$ cat config.mk
export PLATFORM = sky130hd
export DESIGN_NAME = miim_sequencer
export DESIGN_NICKNAME = d
export VERILOG_FILES = /design/src/rtl/mdio_pkg.sv /design/src/rtl/miim_access.sv /design/src/rtl/miim_sequencer.sv
export SDC_FILE = /design/constraint.sdc
export NUM_CORES = 1
export LEC_CHECK = 0
export BUFFER_PORTS_ARGS = -buffer_cell sky130_fd_sc_hd__buf_2
export CAP_MARGIN = 20
export CORE_MARGIN = 3
export CORE_UTILIZATION = 30
export DETAILED_ROUTE_END_ITERATION = 10
export HOLD_SLACK_MARGIN = 0.15
export PLACE_DENSITY_LB_ADDON = 0.25
export REMOVE_ABC_BUFFERS = 1
export SLEW_MARGIN = 20
export SYNTH_ARGS = -nofsm -noshare
export SYNTH_HDL_FRONTEND = slang
export SYNTH_HIERARCHICAL = 1
export SYNTH_SLANG_ARGS = --single-unit
$ cat constraint.sdc
create_clock -name clk -period 3.3 [get_ports clk]
set_clock_uncertainty 0.15 [all_clocks]
set_input_delay 0.66 -clock clk [delete_from_list [all_inputs] [get_ports clk]]
set_output_delay 0.66 -clock clk [all_outputs]
set_load 0.005 [all_outputs]
$ cat src/rtl/mdio_pkg.sv
// mdio_pkg: shared types and PHY register constants for the MIIM sequencer.
//   miim_state_t - top-level sequencing states
//   acc_state_t  - single-access handshake engine states
//   BMCR/BMSR register addresses and the bit patterns written/tested
package mdio_pkg;

  typedef enum logic [2:0] {
    ST_RST_WAIT,
    ST_WR_RST,
    ST_RD_RST,
    ST_WR_CFG,
    ST_IDLE,
    ST_POLL,
    ST_USER,
    ST_ERROR
  } miim_state_t;

  typedef enum logic [1:0] {
    A_IDLE,
    A_ISSUE,
    A_WAIT_HI,
    A_WAIT_LO
  } acc_state_t;

  localparam logic [4:0]  BMCR           = 5'd0;
  localparam logic [4:0]  BMSR           = 5'd1;
  localparam logic [15:0] BMCR_RESET     = 16'h8000;
  localparam logic [15:0] BMCR_CFG_10FD  = 16'h0100;
  localparam int          BMCR_RESET_BIT = 15;
  localparam int          BMSR_LINK_BIT  = 2;

endpackage

$ cat src/rtl/miim_access.sv
// miim_access: one MIIM register access (read or write) with timeout.
//   start/we/regad/wrdata - request, sampled while idle
//   tmr_keep              - keep the running timeout count for this start
//   idle                  - ready to accept start
//   done                  - completion, combinational, one cycle
//   timeout               - wait budget exhausted, combinational, one cycle
//   rddata                - read data, valid with done on a read
//   miim_*                - MAC MIIM port (strobes/address/data registered)
module miim_access import mdio_pkg::*; #(
  parameter int TIMEOUT = 100000
) (
  input  logic        clk,
  input  logic        reset,
  input  logic        start,
  input  logic        we,
  input  logic        tmr_keep,
  input  logic [4:0]  regad,
  input  logic [15:0] wrdata,
  output logic        idle,
  output logic        done,
  output logic        timeout,
  output logic [15:0] rddata,
  output logic        miim_wren,
  output logic        miim_rden,
  output logic [4:0]  miim_regad,
  output logic [15:0] miim_wrdata,
  input  logic        miim_busy,
  input  logic [15:0] miim_rddata,
  input  logic        miim_rddata_valid
);

  localparam int TW = $clog2(TIMEOUT + 1);
  localparam logic [TW-1:0] T_MAX = TW'(TIMEOUT);

  acc_state_t    st_q, st_d;
  logic          we_q;
  logic [TW-1:0] tcnt_q;
  logic          fire;

  assign idle    = (st_q == A_IDLE);
  assign done    = (st_q == A_WAIT_LO) && (we_q ? !miim_busy : miim_rddata_valid);
  assign timeout = (st_q != A_IDLE) && (tcnt_q == T_MAX) && !done;
  assign rddata  = miim_rddata;
  // Strobe goes out on the same edge the request is latched when the MAC is free.
  assign fire    = ((idle && start) || (st_q == A_ISSUE)) && !miim_busy && !timeout;

  always_ff @(posedge clk) begin
    if (!reset) st_q <= A_IDLE;
    else        st_q <= st_d;
  end

  always_comb begin
    st_d = st_q;
    case (st_q)
      A_IDLE:    if (start) st_d = miim_busy ? A_ISSUE : A_WAIT_HI;
      A_ISSUE:   if (!miim_busy) st_d = A_WAIT_HI;
      A_WAIT_HI: if (miim_busy) st_d = A_WAIT_LO;
      A_WAIT_LO: if (done) st_d = A_IDLE;
      default:   st_d = A_IDLE;
    endcase
    if (timeout) st_d = A_IDLE;
  end

  always_ff @(posedge clk) begin
    if (!reset) begin
      miim_wren   <= 1'b0;
      miim_rden   <= 1'b0;
      miim_regad  <= '0;
      miim_wrdata <= '0;
      we_q        <= 1'b0;
      tcnt_q      <= '0;
    end else begin
      miim_wren <= 1'b0;
      miim_rden <= 1'b0;
      if (idle) begin
        if (start) begin
          miim_regad  <= regad;
          miim_wrdata <= wrdata;
          we_q        <= we;
          if (!tmr_keep) tcnt_q <= '0;
        end
      end else if (tcnt_q != T_MAX) begin
        tcnt_q <= tcnt_q + 1'b1;
      end
      if (fire) begin
        miim_wren <= idle ? we  : we_q;
        miim_rden <= idle ? !we : !we_q;
      end
    end
  end

endmodule

$ cat src/rtl/miim_sequencer.sv
// miim_sequencer: boots the PHY (soft reset, wait, force 10M full duplex),
// then polls BMSR link status and arbitrates user register accesses onto
// the MAC MIIM port.
//   clk, reset (sync, active-low)
//   miim_*     - MAC MIIM request port
//   usr_*      - single-register user access (req held until ack)
//   init_done  - configuration written (sticky)
//   link_up    - BMSR link bit from the last poll
//   error      - sticky wait timeout
module miim_sequencer import mdio_pkg::*; #(
  parameter logic [4:0] PHY_ADDR      = 5'd1,
  parameter int         RST_WAIT      = 500000,
  parameter int         POLL_INTERVAL = 1000000,
  parameter int         TIMEOUT       = 100000
) (
  input  logic        clk,
  input  logic        reset,
  output logic [4:0]  miim_phyad,
  output logic [4:0]  miim_regad,
  output logic [15:0] miim_wrdata,
  output logic        miim_wren,
  output logic        miim_rden,
  input  logic        miim_busy,
  input  logic [15:0] miim_rddata,
  input  logic        miim_rddata_valid,
  input  logic        usr_req,
  input  logic        usr_we,
  input  logic [4:0]  usr_regad,
  input  logic [15:0] usr_wrdata,
  output logic        usr_ack,
  output logic [15:0] usr_rddata,
  output logic        init_done,
  output logic        link_up,
  output logic        error
);

  localparam int RW = $clog2(RST_WAIT + 1);
  localparam int PW = $clog2(POLL_INTERVAL + 1);
  localparam logic [RW-1:0] RST_LAST  = RW'(RST_WAIT - 1);
  localparam logic [PW-1:0] POLL_LAST = PW'(POLL_INTERVAL - 1);
  localparam logic [PW-1:0] POLL_TERM = PW'(POLL_INTERVAL);

  miim_state_t state_q, state_d;
  logic [RW-1:0] rst_cnt_q;
  logic [PW-1:0] poll_cnt_q;
  logic          rd_again_q;
  logic          usr_we_q;
  logic [4:0]    usr_regad_q;
  logic [15:0]   usr_wrdata_q;

  logic          acc_start, acc_we, acc_idle, acc_done, acc_timeout;
  logic [4:0]    acc_regad;
  logic [15:0]   acc_wrdata, acc_rddata;

  assign miim_phyad = PHY_ADDR;
  assign acc_start  = acc_idle &&
                      (state_q inside {ST_WR_RST, ST_RD_RST, ST_WR_CFG, ST_POLL, ST_USER});

  always_comb begin
    acc_we     = 1'b0;
    acc_regad  = BMCR;
    acc_wrdata = '0;
    case (state_q)
      ST_WR_RST: begin acc_we = 1'b1; acc_wrdata = BMCR_RESET;    end
      ST_WR_CFG: begin acc_we = 1'b1; acc_wrdata = BMCR_CFG_10FD; end
      ST_POLL:   acc_regad = BMSR;
      ST_USER: begin
        acc_we     = usr_we_q;
        acc_regad  = usr_regad_q;
        acc_wrdata = usr_wrdata_q;
      end
      default: ;
    endcase
  end

  miim_access #(.TIMEOUT(TIMEOUT)) u_access (
    .clk               (clk),
    .reset             (reset),
    .start             (acc_start),
    .we                (acc_we),
    .tmr_keep          (rd_again_q),
    .regad             (acc_regad),
    .wrdata            (acc_wrdata),
    .idle              (acc_idle),
    .done              (acc_done),
    .timeout           (acc_timeout),
    .rddata            (acc_rddata),
    .miim_wren         (miim_wren),
    .miim_rden         (miim_rden),
    .miim_regad        (miim_regad),
    .miim_wrdata       (miim_wrdata),
    .miim_busy         (miim_busy),
    .miim_rddata       (miim_rddata),
    .miim_rddata_valid (miim_rddata_valid)
  );

  always_ff @(posedge clk) begin
    if (!reset) state_q <= ST_RST_WAIT;
    else        state_q <= state_d;
  end

  always_comb begin
    state_d = state_q;
    case (state_q)
      ST_RST_WAIT: if (rst_cnt_q == RST_LAST) state_d = ST_WR_RST;
      ST_WR_RST:   if (acc_done) state_d = ST_RD_RST;
      ST_RD_RST:   if (acc_done && !acc_rddata[BMCR_RESET_BIT]) state_d = ST_WR_CFG;
      ST_WR_CFG:   if (acc_done) state_d = ST_IDLE;
      // User wins a tie; the interval counter stays at terminal count so
      // the poll follows as soon as the user access returns.
      ST_IDLE: begin
        if (usr_req)                     state_d = ST_USER;
        else if (poll_cnt_q >= POLL_LAST) state_d = ST_POLL;
      end
      ST_POLL, ST_USER: if (acc_done) state_d = ST_IDLE;
      default: ;
    endcase
    if (acc_timeout) state_d = ST_ERROR;
  end

  always_ff @(posedge clk) begin
    if (!reset) begin
      rst_cnt_q    <= '0;
      poll_cnt_q   <= '0;
      rd_again_q   <= 1'b0;
      usr_we_q     <= 1'b0;
      usr_regad_q  <= '0;
      usr_wrdata_q <= '0;
      usr_ack      <= 1'b0;
      usr_rddata   <= '0;
      init_done    <= 1'b0;
      link_up      <= 1'b0;
      error        <= 1'b0;
    end else begin
      usr_ack <= 1'b0;
      if (state_q == ST_RST_WAIT) rst_cnt_q <= rst_cnt_q + 1'b1;
      // Repeated BMCR reads share one timeout budget.
      rd_again_q <= (state_q == ST_RD_RST) &&
                    (rd_again_q || (acc_done && acc_rddata[BMCR_RESET_BIT]));
      if (state_q == ST_WR_CFG && acc_done) init_done <= 1'b1;
      if (state_q == ST_IDLE) begin
        if (poll_cnt_q != POLL_TERM) poll_cnt_q <= poll_cnt_q + 1'b1;
        if (usr_req) begin
          usr_we_q     <= usr_we;
          usr_regad_q  <= usr_regad;
          usr_wrdata_q <= usr_wrdata;
        end
      end
      if (state_q == ST_POLL && acc_done) begin
        link_up    <= acc_rddata[BMSR_LINK_BIT];
        poll_cnt_q <= '0;
      end
      if (state_q == ST_USER && acc_done) begin
        usr_ack <= 1'b1;
        if (!usr_we_q) usr_rddata <= acc_rddata;
      end
      if (state_d == ST_ERROR) begin
        error   <= 1'b1;
        link_up <= 1'b0;
      end
    end
  end

endmodule

* After elaboration in Yosys (flattened, before gate mapping)
Cells that the tools add are included.
Widths: inputs -> output; s select.
** Operators by class
- Multiplexer cells :: 25
- Bitwise gates (word level) :: 2
- Reduce and logical (&&, ||, !) cells :: 38
- $lt $le $gt $ge :: 1
- Add/subtract/negate cells :: 3
- Equality and inequality tests :: 19
** Operator list (number)
- $mux 17 :: 4
- $pmux 16 s3 :: 1
- $mux 3 :: 7
- $add 20x1->20 const B :: 1
- $ge 20x20->1 const B :: 1
- $ne 20x20->1 const B :: 1
- $add 19x1->19 const B :: 1
- $eq 19x19->1 const B :: 1
- $add 17x1->17 const B :: 1
- $eq 17x17->1 const B :: 1
- $ne 17x17->1 const B :: 1
- $pmux 3 s5 :: 1
- $logic_and 1x1->1 :: 13
- $eq 3x3->1 const B :: 4
- $mux 2 :: 5
- $pmux 5 s2 :: 1
- $reduce_and 2->1 :: 5
- $ne 2x2->1 const B :: 4
- $pmux 2 s4 :: 1
- $reduce_or 2->1 :: 4
- $eq 3x2->1 const B :: 2
- $logic_not 1->1 :: 6
- $reduce_bool 5->1 :: 1
- $eq 2x2->1 const B :: 2
- other kinds (13) :: 19
** Word-level totals
- Output and inout port bits :: 48
- Flip-flop bits (word level) :: 128
- Logic and storage cells :: 107
- Input bits :: 43

* Depth between registers and ports, before layout
- Depth after elaboration :: 9
- Depth in mapped cells :: 9
- Mapped depth without buffers :: 8

* By module
The synthesis kept the hierarchy.
** By module, submodules not included
- miim_sequencer :: sequential area each 1701.6 µm², times used 1, area an instance 3917.5 µm², cells an instance 471
- miim_access :: sequential area each 860.8 µm², times used 1, area an instance 2168.3 µm², cells an instance 271

* Worst setup path after synthesis
Ideal clock, no wire load.
- Path kind :: register to register
- Start point :: register state_q[2]
- End point :: register u_access.tcnt_q[9]
- Data required time :: 3018 ps
- Data arrival time :: 2164 ps
- Setup time :: 132 ps
- Clock period less this slack :: 2445 ps
- Path slack :: 855 ps
- Cell stages (with the launch flop) :: 10
- Path through :: dfxtp_1 clkbuf_1 clkbuf_1 and3_1 nor3b_1 inv_1 o21ai_1 o21ai_1 a211oi_1 nor3_1
** Between the ends
- Cells in the longest elaborated chain, start to end :: 5
- Elaborated cells between the ends (all ways) :: 9
- Those cells by class :: eq/ne: 6; reduce/logical: 3
** RTL lines
- start: declaration :: line miim_sequencer.sv:43 : miim_state_t state_q, state_d;
- start signal: assignment :: line miim_sequencer.sv:99 : else state_q <= state_d;
- $eq 3x1->1, or another cell as far along :: line miim_sequencer.sv:57 : (state_q inside {ST_WR_RST, ST_RD_RST, ST_WR_CFG, ST_POLL, ST_USER});
- $reduce_bool 5->1 (*) :: line miim_sequencer.sv:57
- $logic_and 1x1->1 (*) :: line miim_sequencer.sv:56 : assign acc_start = acc_idle &&
- named net acc_start :: line miim_sequencer.sv:51 : logic acc_start, acc_we, acc_idle, acc_done, acc_timeout;
- $ne 2x1->1 (no line) (*)
- $reduce_and 3->1 (no line) (*)
- end signal: assignment :: line miim_access.sv:83 : tcnt_q <= tcnt_q + 1'b1;
- end: declaration :: line miim_access.sv:37 : logic [TW-1:0] tcnt_q;
The timed path passes the listed nets; every way through them passes the cells marked *.
A chain may end at the register's enable or synchronous reset.

* Worst setup path in the final report
- Start point :: register u_access.st_q[1]
- End point :: register u_access.tcnt_q[9]
** Between the ends
- Cells in the longest elaborated chain, start to end :: 4
- Elaborated cells between the ends (all ways) :: 7
- Those cells by class :: eq/ne: 2; mux: 1; reduce/logical: 4
** RTL lines
- start: declaration :: line miim_access.sv:35 : acc_state_t st_q, st_d;
- start signal: assignment :: line miim_access.sv:49 : else st_q <= st_d;
- $logic_not 2->1 :: line miim_access.sv:40 : assign idle = (st_q == A_IDLE);
- named net acc_idle :: line miim_sequencer.sv:51
- $logic_and 1x1->1 :: line miim_sequencer.sv:56
- named net acc_start :: line miim_sequencer.sv:51
- $ne 2x1->1 (no line)
- $reduce_and 3->1 (no line)
The timed path passes the listed nets, and every way through them passes these cells.

==> flow_metrics.py <==
metrics = {
    "outcome": {
        "outcome": "finished clean",
    },
    "global_routing": {
        "grt-ovfl-total": 0,
        "grtUsageTotal": 0.136,
        "grt_pass1_vias": 4787,
        "grt_pass1_wl_um": 24200,
        "grt_max_degree": 41,
        "grt_antenna_before_repair": 0,
    },
    "synth": {
        "yosysMostFrequentCell": "nand2_1",
        "ys_seq_area_frac": 0.421,
        "yosysWarnings": 6,
        "synth_top_cells_by_count": "nand2_1 (166), dfxtp_1 (128), a21boi_0 (44)",
        "ys_types": 72,
        "synth-edff-count": 0,
        "ys_seq_elements": 128,
        "syn_area_um2": 6090,
        "synth_area_leaders": "dfxtp_1 (42%), nand2_1 (10%), a21boi_0 (5.4%)",
        "postSynthCellCount": 742,
        "async_reset_ff_frac": 0,
        "synthFlopType": "dfxtp_1",
        "avgSynthCellArea_um2": 8.20,
        "synth.top_cell.area_share": 0.421,
        "synth.largest_area_cell": "dfxtp_1",
    },
    "sta": {
        "tightest_slew_ns": 0.806,
        "fmax_mhz": 373,
        "setup_tns_ns": 0,
        "hold_viol": 0,
        "holdWs_ns": 0.299,
        "rsz0062_at_grt": "false",
        "min_period_ns": 2.68,
        "setup_violations": 0,
        "slew_headroom": 0.461,
        "report.final.slew_viol_count": 0,
        "period_share": 0.812,
    },
    "power_and_ir_drop": {
        "powerDensity_nw_per_um2": 542,
        "leakage_nw": 2.72,
        "ir_drop_uv": 335,
    },
    "drt": {
        "via_per_inst": 4.74,
        "dr.pass1.iters": 4,
        "wl_per_cell_um": 13.6,
        "num_vias": 5139,
        "postRouteAntennaNets": 0,
        "drc": 0,
        "drt-total-wl_um": 14800,
        "drtIter0Drc": 306,
    },
    "floorplanning": {
        "start_util": 0.309,
        "num_io_pins": 91,
        "core-area_um2": 19700,
        "dieHeight_um": 148,
        "die_width_um": 148,
        "die_area_um2": 22000,
        "rows": 51,
    },
    "worst_setup_path": {
        "critPathMaxFanout": 16,
        "cp-end-kind": "flop",
        "arrival_ns": 2.83,
        "start_kind": "flop",
        "required_ns": 3.45,
        "r2r_start": "u_access/st_q[1]",
        "crit_path_start": "u_access/st_q[1]",
        "critPathKind": "flop to flop",
    },
    "place": {
        "gp_congestion": 0.801,
        "dpl.hpwl_um": 10200,
        "numPortBuffers": 85,
    },
    "cts": {
        "clkTransAtPathRegs_ns": 0.06,
        "post_cts_resized": 0,
        "clockBufferDepth": 2,
        "cts.sinks": 128,
        "tritoncts": "done",
        "tritoncts.num_buffers": 17,
        "cts_setup_buffers": 0,
        "clk_latency_ns": 0.42,
        "cts_hold_buffers": 0,
        "cts-root-buf": "clkbuf_16",
        "h-tree-depth": 4,
    },
    "flow_run": {
        "maxCapViolations": 0,
    },
    "layout": {
        "postLayoutCoreUtil": 0.366,
        "synthToLayoutAreaGrowth_pct": 18.7,
        "antenna_cells": 0,
        "drive_above_1_share": 0.176,
        "nets": 861,
    },
    "worst_hold_path": {
        "hp-class": "flop to flop",
        "hold_start": "u_access/miim_regad[3]",
    },
}
[power breakdown]
| group | internal (mW) | leakage, nW | switching [mW] |
|---|---|---|---|
| Clock | 1.09 | 0.264 | 0.692 |
| Sequential | 1.58 | 1.03 | 0.0314 |
| Combinational | 0.197 | 1.42 | 0.330 |
| Total | 2.86 | 2.72 | 1.05 |
[layout make-up]
class | count | area [µm²]
tap | 265 | 332
sequential | 128 | 2560
multi-input combinational | 543 | 3170
fill | 2061 | 12500
inverter | 19 | 71.3
timing repair buffer | 99 | 531
clock buffer | 22 | 474
clock inverter | 9 | 83.8
[logic make-up after synthesis]
logic type / share of synthesized area
other: 0.00123
buffers and inverters: 0.0600
DFF: 0.421
adders and majority gates: 0.0206
xor gates and xnor gates: 0.0446
and+or+nand+nor: 0.290
AOI/OAI and AO/OA: 0.151
muxes: 0.0117
[layer usage]
metal	vias to the layer above	wire length [µm]	track usage
met1	2395	7300	0.183
met4	0	247	0.0513
met5	-	0	0
met2	88	6690	0.215
met3	21	530	0.0299
li1	2635	-	-
[per-stage QoR]
stage / power [mW] / std cells / cell area [µm²] / worst slack (ns)
after floorplan: 1.98 / 690 / 5800 / 0.687
after global placement: 2.17 / 1054 / 6670 / 0.757
after detailed placement: 2.17 / 1054 / 6670 / 0.649
after CTS: 3.97 / 1085 / 7220 / 0.649
after global routing: 4.10 / 1085 / 7220 / 0.424
final: 3.92 / 1085 / 7220 / 0.619
[registers in the layout, summed over array words and instances (netlist names)]
signal and flops:
u_access/miim_wren 1, u_access/st_q 2, u_access/tcnt_q 17, usr_regad_q 5
usr_rddata 16, u_access/we_q 1, u_access/miim_rden 1, error 1
init_done 1, u_access/miim_wrdata 16, state_q 3, u_access/miim_regad 5
poll_cnt_q 20, usr_we_q 1, link_up 1, usr_wrdata_q 16
rst_cnt_q 19, rd_again_q 1, usr_ack 1
[path summary, 6_finish.rpt]
| kind | to | slack [ns] | cells after the start |
|---|---|---|---|
| hold / removal | u_access/miim_regad[3] | 0.30 | 2 |
| setup / recovery | u_access/tcnt_q[9] | 0.62 | 9 |
| hold reg to reg | u_access/miim_regad[3] | 0.30 | 2 |
| setup reg to reg | u_access/tcnt_q[9] | 0.62 | 9 |
[worst max-delay path: stages, from the launching register on]
cell      delay, ns
dfxtp_1        0.32
inv_1          0.12
ha_1           0.57
nor3b_1        0.43
inv_1          0.10
o21ai_1        0.14
buf_4          0.19
o21ai_1        0.18
a211oi_1       0.28
nor3_1         0.08
[cell usage in the layout (no fill, tap or decap), types with 21 or more instances in the layout]
master / synthesis / layout
and2_1: 37 / 37
nor3_1: 21 / 21
xnor2_1: 21 / 21
nand2_1: 166 / 166
a21boi_0: 44 / 44
buf_2: 1 / 85
dfxtp_1: 128 / 128
nor2_1: 36 / 36
a21oi_1: 38 / 38
Note: power is estimated with default switching activity, not from simulation.
